**src/rtl/awg_pkg.sv**
```systemverilog
// awg_pkg: constants shared by the front-panel control stage and the
// waveform generator.
//   - wave codes carried on the 5-bit state bus, including the mute code
//   - editable-field enumeration shown on the display
//   - reset defaults for the parameter registers
//   - key indices into the key_n bus
//   - wave-select stepping helpers
package awg_pkg;

  localparam logic [4:0] WAVE_SAW   = 5'd0;
  localparam logic [4:0] WAVE_TRI   = 5'd1;
  localparam logic [4:0] WAVE_SQR   = 5'd2;
  localparam logic [4:0] WAVE_SIN   = 5'd3;
  localparam logic [4:0] STATE_MUTE = 5'd10;

  typedef enum logic [1:0] {
    FLD_WAVE  = 2'd0,
    FLD_FREQ  = 2'd1,
    FLD_AMP   = 2'd2,
    FLD_PHASE = 2'd3
  } field_e;

  localparam logic [11:0] FREQ_RST  = 12'd1;
  localparam logic [2:0]  AMP_RST   = 3'd7;
  localparam logic [7:0]  PHASE_RST = 8'd0;

  localparam int KEY_SEL  = 0;
  localparam int KEY_INC  = 1;
  localparam int KEY_DEC  = 2;
  localparam int KEY_MUTE = 3;

  // Wave select steps forward through saw/tri/sqr/sin and wraps.
  function automatic logic [1:0] wave_next(input logic [1:0] w);
    logic [1:0] r;
    case (w)
      WAVE_SAW[1:0]: r = WAVE_TRI[1:0];
      WAVE_TRI[1:0]: r = WAVE_SQR[1:0];
      WAVE_SQR[1:0]: r = WAVE_SIN[1:0];
      default:       r = WAVE_SAW[1:0];
    endcase
    return r;
  endfunction

  // Wave select steps backward and wraps from saw to sin.
  function automatic logic [1:0] wave_prev(input logic [1:0] w);
    logic [1:0] r;
    case (w)
      WAVE_SIN[1:0]: r = WAVE_SQR[1:0];
      WAVE_SQR[1:0]: r = WAVE_TRI[1:0];
      WAVE_TRI[1:0]: r = WAVE_SAW[1:0];
      default:       r = WAVE_SIN[1:0];
    endcase
    return r;
  endfunction

endpackage

```
**src/rtl/key_debounce.sv**
```systemverilog
// key_debounce: one push-button input path.
//   clk, rst_n : system clock, async active-low reset
//   key_n      : raw asynchronous button, low = pressed
//   press      : registered one-clock pulse per accepted press (plus
//                auto-repeat pulses while held when REPEAT_EN is set)
// After reset the key must first be seen released for DEB_CYCLES samples
// ("armed") before any press can be accepted, so a key held through reset
// never produces a pulse until it is released and pressed again.
module key_debounce #(
  parameter logic [19:0] DEB_CYCLES    = 20'd500000,
  parameter logic [24:0] HOLD_CYCLES   = 25'd25000000,
  parameter logic [24:0] REPEAT_CYCLES = 25'd5000000,
  parameter bit          REPEAT_EN     = 1'b0
) (
  input  logic clk,
  input  logic rst_n,
  input  logic key_n,
  output logic press
);

  logic        sync1_r;
  logic        sync2_r;
  logic        armed_r;
  logic        deb_r;
  logic        deb_d_r;
  logic [19:0] deb_cnt_r;
  logic [24:0] rep_cnt_r;
  logic        rep_phase_r;
  logic        press_r;
  logic        key_pressed_s;
  logic        rise_s;
  logic        fire_s;

  assign key_pressed_s = ~sync2_r;
  assign press         = press_r;

  // Two-flop synchronizer; resets to "pressed" so reset-value samples can
  // never count towards arming.
  always_ff @(posedge clk or negedge rst_n) begin
    if (!rst_n) begin
      sync1_r <= 1'b0;
      sync2_r <= 1'b0;
    end else begin
      sync1_r <= key_n;
      sync2_r <= sync1_r;
    end
  end

  // Stability counter: arms on a stable release, then filters level changes.
  always_ff @(posedge clk or negedge rst_n) begin
    if (!rst_n) begin
      armed_r   <= 1'b0;
      deb_r     <= 1'b0;
      deb_cnt_r <= 20'd0;
    end else if (!armed_r) begin
      deb_r <= 1'b0;
      if (key_pressed_s) begin
        deb_cnt_r <= 20'd0;
      end else if (deb_cnt_r == DEB_CYCLES - 20'd1) begin
        armed_r   <= 1'b1;
        deb_cnt_r <= 20'd0;
      end else begin
        deb_cnt_r <= deb_cnt_r + 20'd1;
      end
    end else if (key_pressed_s == deb_r) begin
      deb_cnt_r <= 20'd0;
    end else if (deb_cnt_r == DEB_CYCLES - 20'd1) begin
      deb_r     <= key_pressed_s;
      deb_cnt_r <= 20'd0;
    end else begin
      deb_cnt_r <= deb_cnt_r + 20'd1;
    end
  end

  // Press edge and auto-repeat fire condition.
  always_comb begin
    rise_s = deb_r & ~deb_d_r;
    if (REPEAT_EN && deb_r && deb_d_r) begin
      if (rep_phase_r) begin
        fire_s = (rep_cnt_r == REPEAT_CYCLES);
      end else begin
        fire_s = (rep_cnt_r == HOLD_CYCLES);
      end
    end else begin
      fire_s = 1'b0;
    end
  end

  // Registered pulse plus a cycles-since-last-pulse counter for auto-repeat.
  always_ff @(posedge clk or negedge rst_n) begin
    if (!rst_n) begin
      deb_d_r     <= 1'b0;
      press_r     <= 1'b0;
      rep_cnt_r   <= 25'd0;
      rep_phase_r <= 1'b0;
    end else begin
      deb_d_r <= deb_r;
      press_r <= rise_s | fire_s;
      if (!REPEAT_EN || !deb_r) begin
        rep_cnt_r   <= 25'd0;
        rep_phase_r <= 1'b0;
      end else if (rise_s || fire_s) begin
        rep_cnt_r   <= 25'd1;
        rep_phase_r <= rep_phase_r | fire_s;
      end else begin
        rep_cnt_r <= rep_cnt_r + 25'd1;
      end
    end
  end

endmodule

```
**src/rtl/awg_param_ctrl.sv**
```systemverilog
// awg_param_ctrl: front-panel control stage for the waveform generator.
//   clk, rst_n  : system clock, async active-low reset
//   key_n[3:0]  : raw active-low buttons: 0 select, 1 inc, 2 dec, 3 mute
//   state       : wave code (0..3) or STATE_MUTE while muted
//   state_freq  : frequency word, saturating in 1..FREQ_MAX
//   state_amp   : amplitude code, saturating in 0..7
//   state_phase : phase offset, wrapping modulo 256
//   field       : field currently being edited
//   muted       : high while muted
// All outputs are registers; key_n only reaches them through the debouncers.
module awg_param_ctrl
  import awg_pkg::*;
#(
  parameter logic [19:0] DEB_CYCLES    = 20'd500000,
  parameter logic [24:0] HOLD_CYCLES   = 25'd25000000,
  parameter logic [24:0] REPEAT_CYCLES = 25'd5000000,
  parameter logic [11:0] FREQ_MAX      = 12'd4095
) (
  input  logic        clk,
  input  logic        rst_n,
  input  logic [3:0]  key_n,
  output logic [4:0]  state,
  output logic [11:0] state_freq,
  output logic [2:0]  state_amp,
  output logic [7:0]  state_phase,
  output logic [1:0]  field,
  output logic        muted
);

  logic [3:0]  press_s;
  field_e      field_r;
  field_e      field_nxt_s;
  logic [1:0]  wave_r;
  logic [1:0]  wave_nxt_s;
  logic [11:0] freq_r;
  logic [11:0] freq_nxt_s;
  logic [2:0]  amp_r;
  logic [2:0]  amp_nxt_s;
  logic [7:0]  phase_r;
  logic [7:0]  phase_nxt_s;
  logic        muted_r;
  logic        muted_nxt_s;
  logic [4:0]  state_r;
  logic [4:0]  state_nxt_s;
  logic        inc_s;
  logic        dec_s;

  for (genvar gi = 0; gi < 4; gi++) begin : g_key
    key_debounce #(
      .DEB_CYCLES    (DEB_CYCLES),
      .HOLD_CYCLES   (HOLD_CYCLES),
      .REPEAT_CYCLES (REPEAT_CYCLES),
      .REPEAT_EN     (gi == KEY_INC || gi == KEY_DEC)
    ) u_key (
      .clk   (clk),
      .rst_n (rst_n),
      .key_n (key_n[gi]),
      .press (press_s[gi])
    );
  end

  // Field state register.
  always_ff @(posedge clk or negedge rst_n) begin
    if (!rst_n) begin
      field_r <= FLD_WAVE;
    end else begin
      field_r <= field_nxt_s;
    end
  end

  // Next field, parameter edits and mute; select or a clashing inc/dec
  // cancels the edit, mute is applied independently.
  always_comb begin
    field_nxt_s = field_r;
    wave_nxt_s  = wave_r;
    freq_nxt_s  = freq_r;
    amp_nxt_s   = amp_r;
    phase_nxt_s = phase_r;
    muted_nxt_s = muted_r;
    inc_s = press_s[KEY_INC] & ~press_s[KEY_DEC] & ~press_s[KEY_SEL];
    dec_s = press_s[KEY_DEC] & ~press_s[KEY_INC] & ~press_s[KEY_SEL];

    if (press_s[KEY_SEL]) begin
      case (field_r)
        FLD_WAVE:  field_nxt_s = FLD_FREQ;
        FLD_FREQ:  field_nxt_s = FLD_AMP;
        FLD_AMP:   field_nxt_s = FLD_PHASE;
        FLD_PHASE: field_nxt_s = FLD_WAVE;
        default:   field_nxt_s = FLD_WAVE;
      endcase
    end else begin
      field_nxt_s = field_r;
    end

    if (press_s[KEY_MUTE]) begin
      muted_nxt_s = ~muted_r;
    end else begin
      muted_nxt_s = muted_r;
    end

    if (inc_s) begin
      case (field_r)
        FLD_WAVE: wave_nxt_s = wave_next(wave_r);
        FLD_FREQ: begin
          if (freq_r >= FREQ_MAX) begin
            freq_nxt_s = FREQ_MAX;
          end else begin
            freq_nxt_s = freq_r + 12'd1;
          end
        end
        FLD_AMP: begin
          if (amp_r == 3'd7) begin
            amp_nxt_s = 3'd7;
          end else begin
            amp_nxt_s = amp_r + 3'd1;
          end
        end
        FLD_PHASE: phase_nxt_s = phase_r + 8'd1;
        default:   wave_nxt_s  = wave_r;
      endcase
    end else if (dec_s) begin
      case (field_r)
        FLD_WAVE: wave_nxt_s = wave_prev(wave_r);
        FLD_FREQ: begin
          if (freq_r <= 12'd1) begin
            freq_nxt_s = 12'd1;
          end else begin
            freq_nxt_s = freq_r - 12'd1;
          end
        end
        FLD_AMP: begin
          if (amp_r == 3'd0) begin
            amp_nxt_s = 3'd0;
          end else begin
            amp_nxt_s = amp_r - 3'd1;
          end
        end
        FLD_PHASE: phase_nxt_s = phase_r - 8'd1;
        default:   wave_nxt_s  = wave_r;
      endcase
    end else begin
      wave_nxt_s = wave_r;
    end

    // The wave register keeps being edited while muted; only the bus is forced.
    if (muted_nxt_s) begin
      state_nxt_s = STATE_MUTE;
    end else begin
      state_nxt_s = {3'b000, wave_nxt_s};
    end
  end

  // Parameter and output registers.
  always_ff @(posedge clk or negedge rst_n) begin
    if (!rst_n) begin
      wave_r  <= WAVE_SAW[1:0];
      freq_r  <= FREQ_RST;
      amp_r   <= AMP_RST;
      phase_r <= PHASE_RST;
      muted_r <= 1'b0;
      state_r <= WAVE_SAW;
    end else begin
      wave_r  <= wave_nxt_s;
      freq_r  <= freq_nxt_s;
      amp_r   <= amp_nxt_s;
      phase_r <= phase_nxt_s;
      muted_r <= muted_nxt_s;
      state_r <= state_nxt_s;
    end
  end

  assign state       = state_r;
  assign state_freq  = freq_r;
  assign state_amp   = amp_r;
  assign state_phase = phase_r;
  assign field       = field_r;
  assign muted       = muted_r;

endmodule
```
**config.mk**
```make
export PLATFORM = sky130hd
export DESIGN_NAME = awg_param_ctrl
export DESIGN_NICKNAME = d
export VERILOG_FILES = /design/src/rtl/awg_pkg.sv /design/src/rtl/key_debounce.sv /design/src/rtl/awg_param_ctrl.sv
export SDC_FILE = /design/constraint.sdc
export NUM_CORES = 1
export LEC_CHECK = 0
export ABC_AREA = 1
export CAP_MARGIN = 0
export CORE_MARGIN = 2
export CORE_UTILIZATION = 56
export DETAILED_ROUTE_END_ITERATION = 7
export HOLD_SLACK_MARGIN = 0.1
export PLACE_DENSITY_LB_ADDON = 0.2
export SYNTH_ARGS = -nofsm -noshare
export SYNTH_HDL_FRONTEND = slang
export SYNTH_SLANG_ARGS = --single-unit
export TNS_END_PERCENT = 30
```
**constraint.sdc**
```tcl
create_clock -name clk -period 1.7 [get_ports clk]
set_clock_uncertainty 0.1 [all_clocks]
set_input_delay 0.34 -clock clk [delete_from_list [all_inputs] [get_ports clk]]
set_output_delay 0.34 -clock clk [all_outputs]
set_load 0.01 [all_outputs]
```
Yosys cells after proc, flatten, opt, wreduce, memory -nomap -nowiden
Index checks and enable logic that the tools add are counted.

Add/sub/neg operators: 12. Multiply operators: 0. Div/mod/pow operators: 0. Order comparisons: 2. Eq/ne operators: 29. Shift operators: 0. Muxes and demuxes: 77. Bitwise logic cells: 24. Reductions and logical operators: 15.

Operators by type and width (number): $mux 20 (16); $mux 25 (4); $add 20x1->20 const B (4); $eq 20x19->1 const B (4); $mux 12 (6); $add 25x1->25 const B (2); $eq 25x23->1 const B (2); $eq 25x25->1 const B (2); $mux 1 (33); $mux 8 (4); $ne 2x2->1 const B (10); $mux 3 (6); $reduce_and 2->1 (7); $add 12x1->12 const B (1); $ge 12x12->1 const B (1); $le 12x1->1 const B (1); $not 1->1 (12); $pmux 2 s3 (2); $sub 12x1->12 const B (1); $add 8x1->8 const B (1); $and 1x1->1 (8); $eq 2x2->1 const B (4); $mux 2 (4); $pmux 2 s4 (1); other kinds (13) (23).

Bits in registers: 189. Bits in latches: 0. Bits in writable memories: 0. Memory bits (read-only): 0. Input port bits: 6. Output and inout bits: 31. Logic and storage cells: 198. Memories kept: 0.

Depth between registers and ports, before layout
Depth after elaboration: 6. Mapped depth: 12. Gate-level depth less buffers: 11.

Hierarchy
Synthesis repeated with hierarchy kept, for this count alone.

Cells, all modules: 1455. Area, all modules: 11157.0 um^2.

By module, submodules not included: key_debounce (g_key[1].u_key ...) (times used 2, cells each 384, area each 2907.8 um^2, sequential area each 1301.2 um^2); awg_param_ctrl (times used 1, cells each 360, area each 2542.4 um^2, sequential area each 755.7 um^2); key_debounce (g_key[3].u_key) (times used 1, cells each 164, area each 1415.1 um^2, sequential area each 650.6 um^2); key_debounce (g_key[0].u_key) (times used 1, cells each 163, area each 1383.8 um^2, sequential area each 650.6 um^2).

Least setup slack after synthesis
Ideal clock, no wire load.

Path kind: reg-to-reg. From: register g_key[2].u_key.press_r. To: register phase_r[7], in the netlist state_phase[7]. Library setup time: 116 ps. Data arrival time: 1694 ps. Data required time: 1484 ps. Path slack: -211 ps. Cell stages (with the launch flop): 12. Path buffers: 1. Clock period less this slack: 1911 ps. Cells stage by stage: dfrtp_1 > nand3b_2 > buf_2 > ha_1 > a21oi_1 > nand2_1 > nand4_1 > nand2_1 > nand2_1 > nand2_1 > nand2_1 > nand2_1.

Longest elaborated chain between the ends: 5. Elaborated cells between the ends (all ways): 8. Those cells by class: mux (1); bitwise (5); reduce/logical (2).

RTL lines: start, declared (line key_debounce.sv:29) `logic press_r;`; start signal, assigned (line key_debounce.sv:98) `press_r <= rise_s | fire_s;`; $not 1->1 (line awg_param_ctrl.sv:80) `inc_s = press_s[KEY_INC] & ~press_s[KEY_DEC] & ~press_s[KEY_SEL];`; $and 1x1->1 (2 in a row) (line awg_param_ctrl.sv:80); $reduce_bool 2->1 (no source line); $reduce_and 2->1 (no source line); end signal, assigned (line awg_param_ctrl.sv:166) `phase_r <= phase_nxt_s;`; end, declared (line awg_param_ctrl.sv:39) `logic [7:0] phase_r;`.

Parallel ways exist; a longest one is shown, timed or not. A chain may end at the register's enable or synchronous reset.

Worst setup path after layout
From: register g_key[0].u_key.press_r. To: register phase_r[4], in the netlist state_phase[4].

Longest elaborated chain between the ends: 4. Elaborated cells between the ends (all ways): 6. Those cells by class: mux (1); bitwise (3); reduce/logical (2).

RTL lines (line): start, declared (key_debounce.sv:29); start signal, assigned (key_debounce.sv:98); $not 1->1 * (awg_param_ctrl.sv:80, awg_param_ctrl.sv:81); $and 1x1->1, on equally long branches (awg_param_ctrl.sv:80, awg_param_ctrl.sv:81); $reduce_bool 2->1 (no source line); $reduce_and 2->1 (no source line).

Every way passes the cells marked *; elsewhere a longest branch is shown, timed or not.

==> metrics <==
clock latency on the worst-skew pair=0.43 ns; count leader, synth=sky130_fd_sc_hd__nand2_1; vias per cell=5.18; maximum count of clock buffers along a single path=2; number of placed instances, taps included=1810; filler-free cell count of the finished design=1866; final-layout fill cell count=1525; aggregate routed wire length=24700 microns; maximum number of pins on one net before global-route repair=44; wire length of the first global-routing pass=40900 microns; critical path data arrival time=1.97 ns; number of nets in the final layout=1629; critical path buffer and inverter count=2; Clock Power Share=0.470; violation count after the first detailed-route iteration=626; die area=0.0206 sq mm; end point of the worst hold path=g_key[3].u_key.sync2_r; Most used DFF post-synth=sky130_fd_sc_hd__dfrtp_1; library cell contributing the largest single delay on the critical path=sky130_fd_sc_hd__dfrtp_1; failing checks=negative setup slack; Pwr per Cell Area=668 mW/mm^2; total routing resource utilization after global routing=0.244; # setup viols final=11; Post-synth EDFFs=0; CTS H-tree lvls=4; source of the worst register-to-register timing path=g_key[0].u_key.press; Area Overhead vs Synth=22.8%; ant diodes=0; final max-slew violation count=0; pre-CTS setup slack=-0.0833 ns; portion of the clock cycle consumed by the worst path in the final layout=1.04; chip height=143 microns; count of cell types in the netlist=47; switching part of the total power=0.221; placer's final routability congestion estimate=0.921; Die W=143 microns; TritonCTS Buffers=17; data required time of the critical path=1.91 ns; post-route antenna net violation count=0; Congestion Overflow GR=0; detailed placement HPWL=17500 microns; Power Internal=0.00696 W; number of global-route vias before repair=8906; I/O pin count=37; initial cell density of the core=0.576; Synth Cell Area=0.0109 sq mm; Final Power=0.00893 W; cell-by-cell listing of the critical path=inv_2 > nand3b_4 > ha_4 > buf_4 > a31oi_4 > xor2_1 > o21ai_0; startpoint-to-endpoint class of the critical path=flop to flop; std cell rows=50; share of post-route cells with drive strength above 1=0.185; outcome=finished, violations left; worst hold slack after final layout=0.245 ns; hold path cells=0; total number of vias=9671; top-area cell type share of the netlist area=0.419; Synth async-reset ratio=1.00; setup repair after global routing missed its margin=yes; launching element type of the critical path=flop; Static Leak=6.12 nW; synthesized area divided by synthesized cell count=7.48 sq um; register clock-pin slew on the reported worst setup and hold paths=0.07 ns; Synthesis Warnings=0; sequential fraction of the synthesis area=0.428; FF-to-FF End=state_phase[4]; switching power of the nets=0.00197 W; hold_sp=g_key[3].u_key.sync1_r; IR Drop Worst-Case VDD=677 uV; sequential cell area in the final layout=0.00468 sq mm; area leader, netlist=sky130_fd_sc_hd__dfrtp_1; maxcap violations=0; final-report hold violation count=0; setup TNS=-0.321 ns; min setup slack post-route=-0.0603 ns; First-pass DRT Iterations=5; top cell family by delay on the critical path=flip-flops; combinational power share=0.028; TritonCTS clock tree=built; Commonest cells post-synth=sky130_fd_sc_hd__nand2_1, sky130_fd_sc_hd__nor2_1, sky130_fd_sc_hd__dfrtp_1; largest fanout of any net on the critical path=5; area occupied by multi-input gates=0.00585 sq mm; post-route DRC violation count=0; crit path time final=1.76 ns; min-delay worst type=flop to flop; Worst Reg2Reg Path Length in Cells=7; portion of total power attributed to sequential cells=0.501; Setup crit end kind=flop; core box area=0.0189 sq mm; flip-flop and latch count after synthesis=186; Fmax achieved=0.568 GHz; post-detailed-route wirelength per cell=13.2 microns; clock root buffer=sky130_fd_sc_hd__clkbuf_16; number of port buffers=34; Sinks on Clock Net=186; number of antenna violations at the first check in global routing=0; CP peak stage delay=0.39 ns; main area contributors after synthesis=sky130_fd_sc_hd__dfrtp_1, sky130_fd_sc_hd__nand2_1, sky130_fd_sc_hd__nor2_1; Synth Instances=1455; slack of the worst reg-to-reg path=-0.06 ns
worst max-delay path by stage:
stage,from,endpoint,slack (ns),cells after the start
floorplan,g_key[0].u_key.press,state_phase[7],-0.03,11
global placement,g_key[0].u_key.press,state_phase[7],-0.05,10
detailed placement,g_key[0].u_key.press,state_phase[3],-0.08,8
CTS,g_key[0].u_key.press,state_phase[3],-0.1,8
global route,g_key[0].u_key.press,state_phase[7],-0.15,11
finish,g_key[0].u_key.press,state_phase[4],-0.06,7
power groups by stage:
| stage | clock (W) | sequential (W) | combinational (W) |
|---|---|---|---|
| finish | 0.00420 | 0.00448 | 0.000251 |
| global route | 0.00446 | 0.00448 | 0.000292 |
| CTS | 0.00427 | 0.00448 | 0.000252 |
| detailed placement | 0 | 0.00456 | 0.000249 |
| global placement | 0 | 0.00456 | 0.000245 |
| floorplan | 0 | 0.00456 | 0.0000868 |
registers in the layout, summed over array words and instances, names as in the netlist:
signal and flops:
state 3, wave_r 2, g_key.u_key.deb_cnt_r 80, g_key.u_key.sync2_r 4, g_key.u_key.deb_r 4, g_key.u_key.sync1_r 4
g_key.u_key.press 4, g_key.u_key.deb_d_r 4, state_freq 12, state_amp 3, g_key.u_key.armed_r 4, g_key.u_key.rep_cnt_r 50
state_phase 8, field 2, g_key.u_key.rep_phase_r 2
metal layers:
metal	global-route usage	share of wire
met1	0.342	0.47
met2	0.400	0.47
met3	0.0397	0.045
met4	0.0526	0.011
met5	0	0
cells in the final DEF (no fill, tap or decap), types with 4 or more instances in the layout:
cell,instances
sky130_fd_sc_hd__a21oi_1,26
sky130_fd_sc_hd__a21oi_2,5
sky130_fd_sc_hd__a31oi_1,6
sky130_fd_sc_hd__buf_12,5
sky130_fd_sc_hd__buf_4,88
sky130_fd_sc_hd__buf_6,9
sky130_fd_sc_hd__clkbuf_16,17
sky130_fd_sc_hd__clkdlybuf4s50_1,4
sky130_fd_sc_hd__clkinvlp_4,4
sky130_fd_sc_hd__dfrtp_1,168
sky130_fd_sc_hd__dfrtp_2,14
sky130_fd_sc_hd__dfstp_2,4
sky130_fd_sc_hd__dlygate4sd2_1,23
sky130_fd_sc_hd__ha_1,16
sky130_fd_sc_hd__ha_4,11
sky130_fd_sc_hd__inv_1,177
sky130_fd_sc_hd__inv_2,10
sky130_fd_sc_hd__nand2_1,329
sky130_fd_sc_hd__nand2_2,21
sky130_fd_sc_hd__nand2_4,7
sky130_fd_sc_hd__nand3_1,88
sky130_fd_sc_hd__nand3_2,16
sky130_fd_sc_hd__nand4_1,34
sky130_fd_sc_hd__nor2_1,252
sky130_fd_sc_hd__nor2_2,19
sky130_fd_sc_hd__nor2_4,17
sky130_fd_sc_hd__nor3_1,57
sky130_fd_sc_hd__nor3_2,9
sky130_fd_sc_hd__nor3b_1,5
sky130_fd_sc_hd__o21a_1,4
sky130_fd_sc_hd__o21ai_0,32
sky130_fd_sc_hd__o21ai_1,11
sky130_fd_sc_hd__xnor2_1,15
sky130_fd_sc_hd__xor2_1,46
timing repair:
action                                  4_1_cts  5_1_grt
endpoints found under the hold margin       149        0
setup buffers                                 8       14
cloned                                        0        1
gates resized for setup                      53      114
endpoints found under the setup margin       49      121
hold buffers                                  1        0
pin swaps                                     0       31
final cells by class:
cell class | count | share of cell area
Clock buffer | 20 | 0.0342
Clock inverter | 12 | 0.0123
Inverter | 190 | 0.0540
Multi-Input combinational cell | 1062 | 0.438
Sequential cell | 186 | 0.350
Tap cell | 260 | 0.0243
Timing Repair Buffer | 136 | 0.0874
cell families (layout without fill, tap and decap cells):
group / after synthesis / in the layout / synth area share
AOI/OAI and AO/OA: 92 / 92 / 0.0470
adders and majority gates: 30 / 30 / 0.0352
buffers and inverters: 209 / 358 / 0.0792
xor gates and xnor gates: 63 / 63 / 0.0507
and+or+nand+nor: 874 / 875 / 0.359
other: 1 / 2 / 0.000345
DFF: 186 / 186 / 0.428
stage by stage:
step                      instance area (sq um)   util
after floorplan                           11000      -
after global placement                    12100  0.643
after detailed placement                  12100  0.643
after CTS                                 12800  0.679
after global routing                      13400  0.708
final                                     13400  0.708
Power figures use the tool's default switching activity.
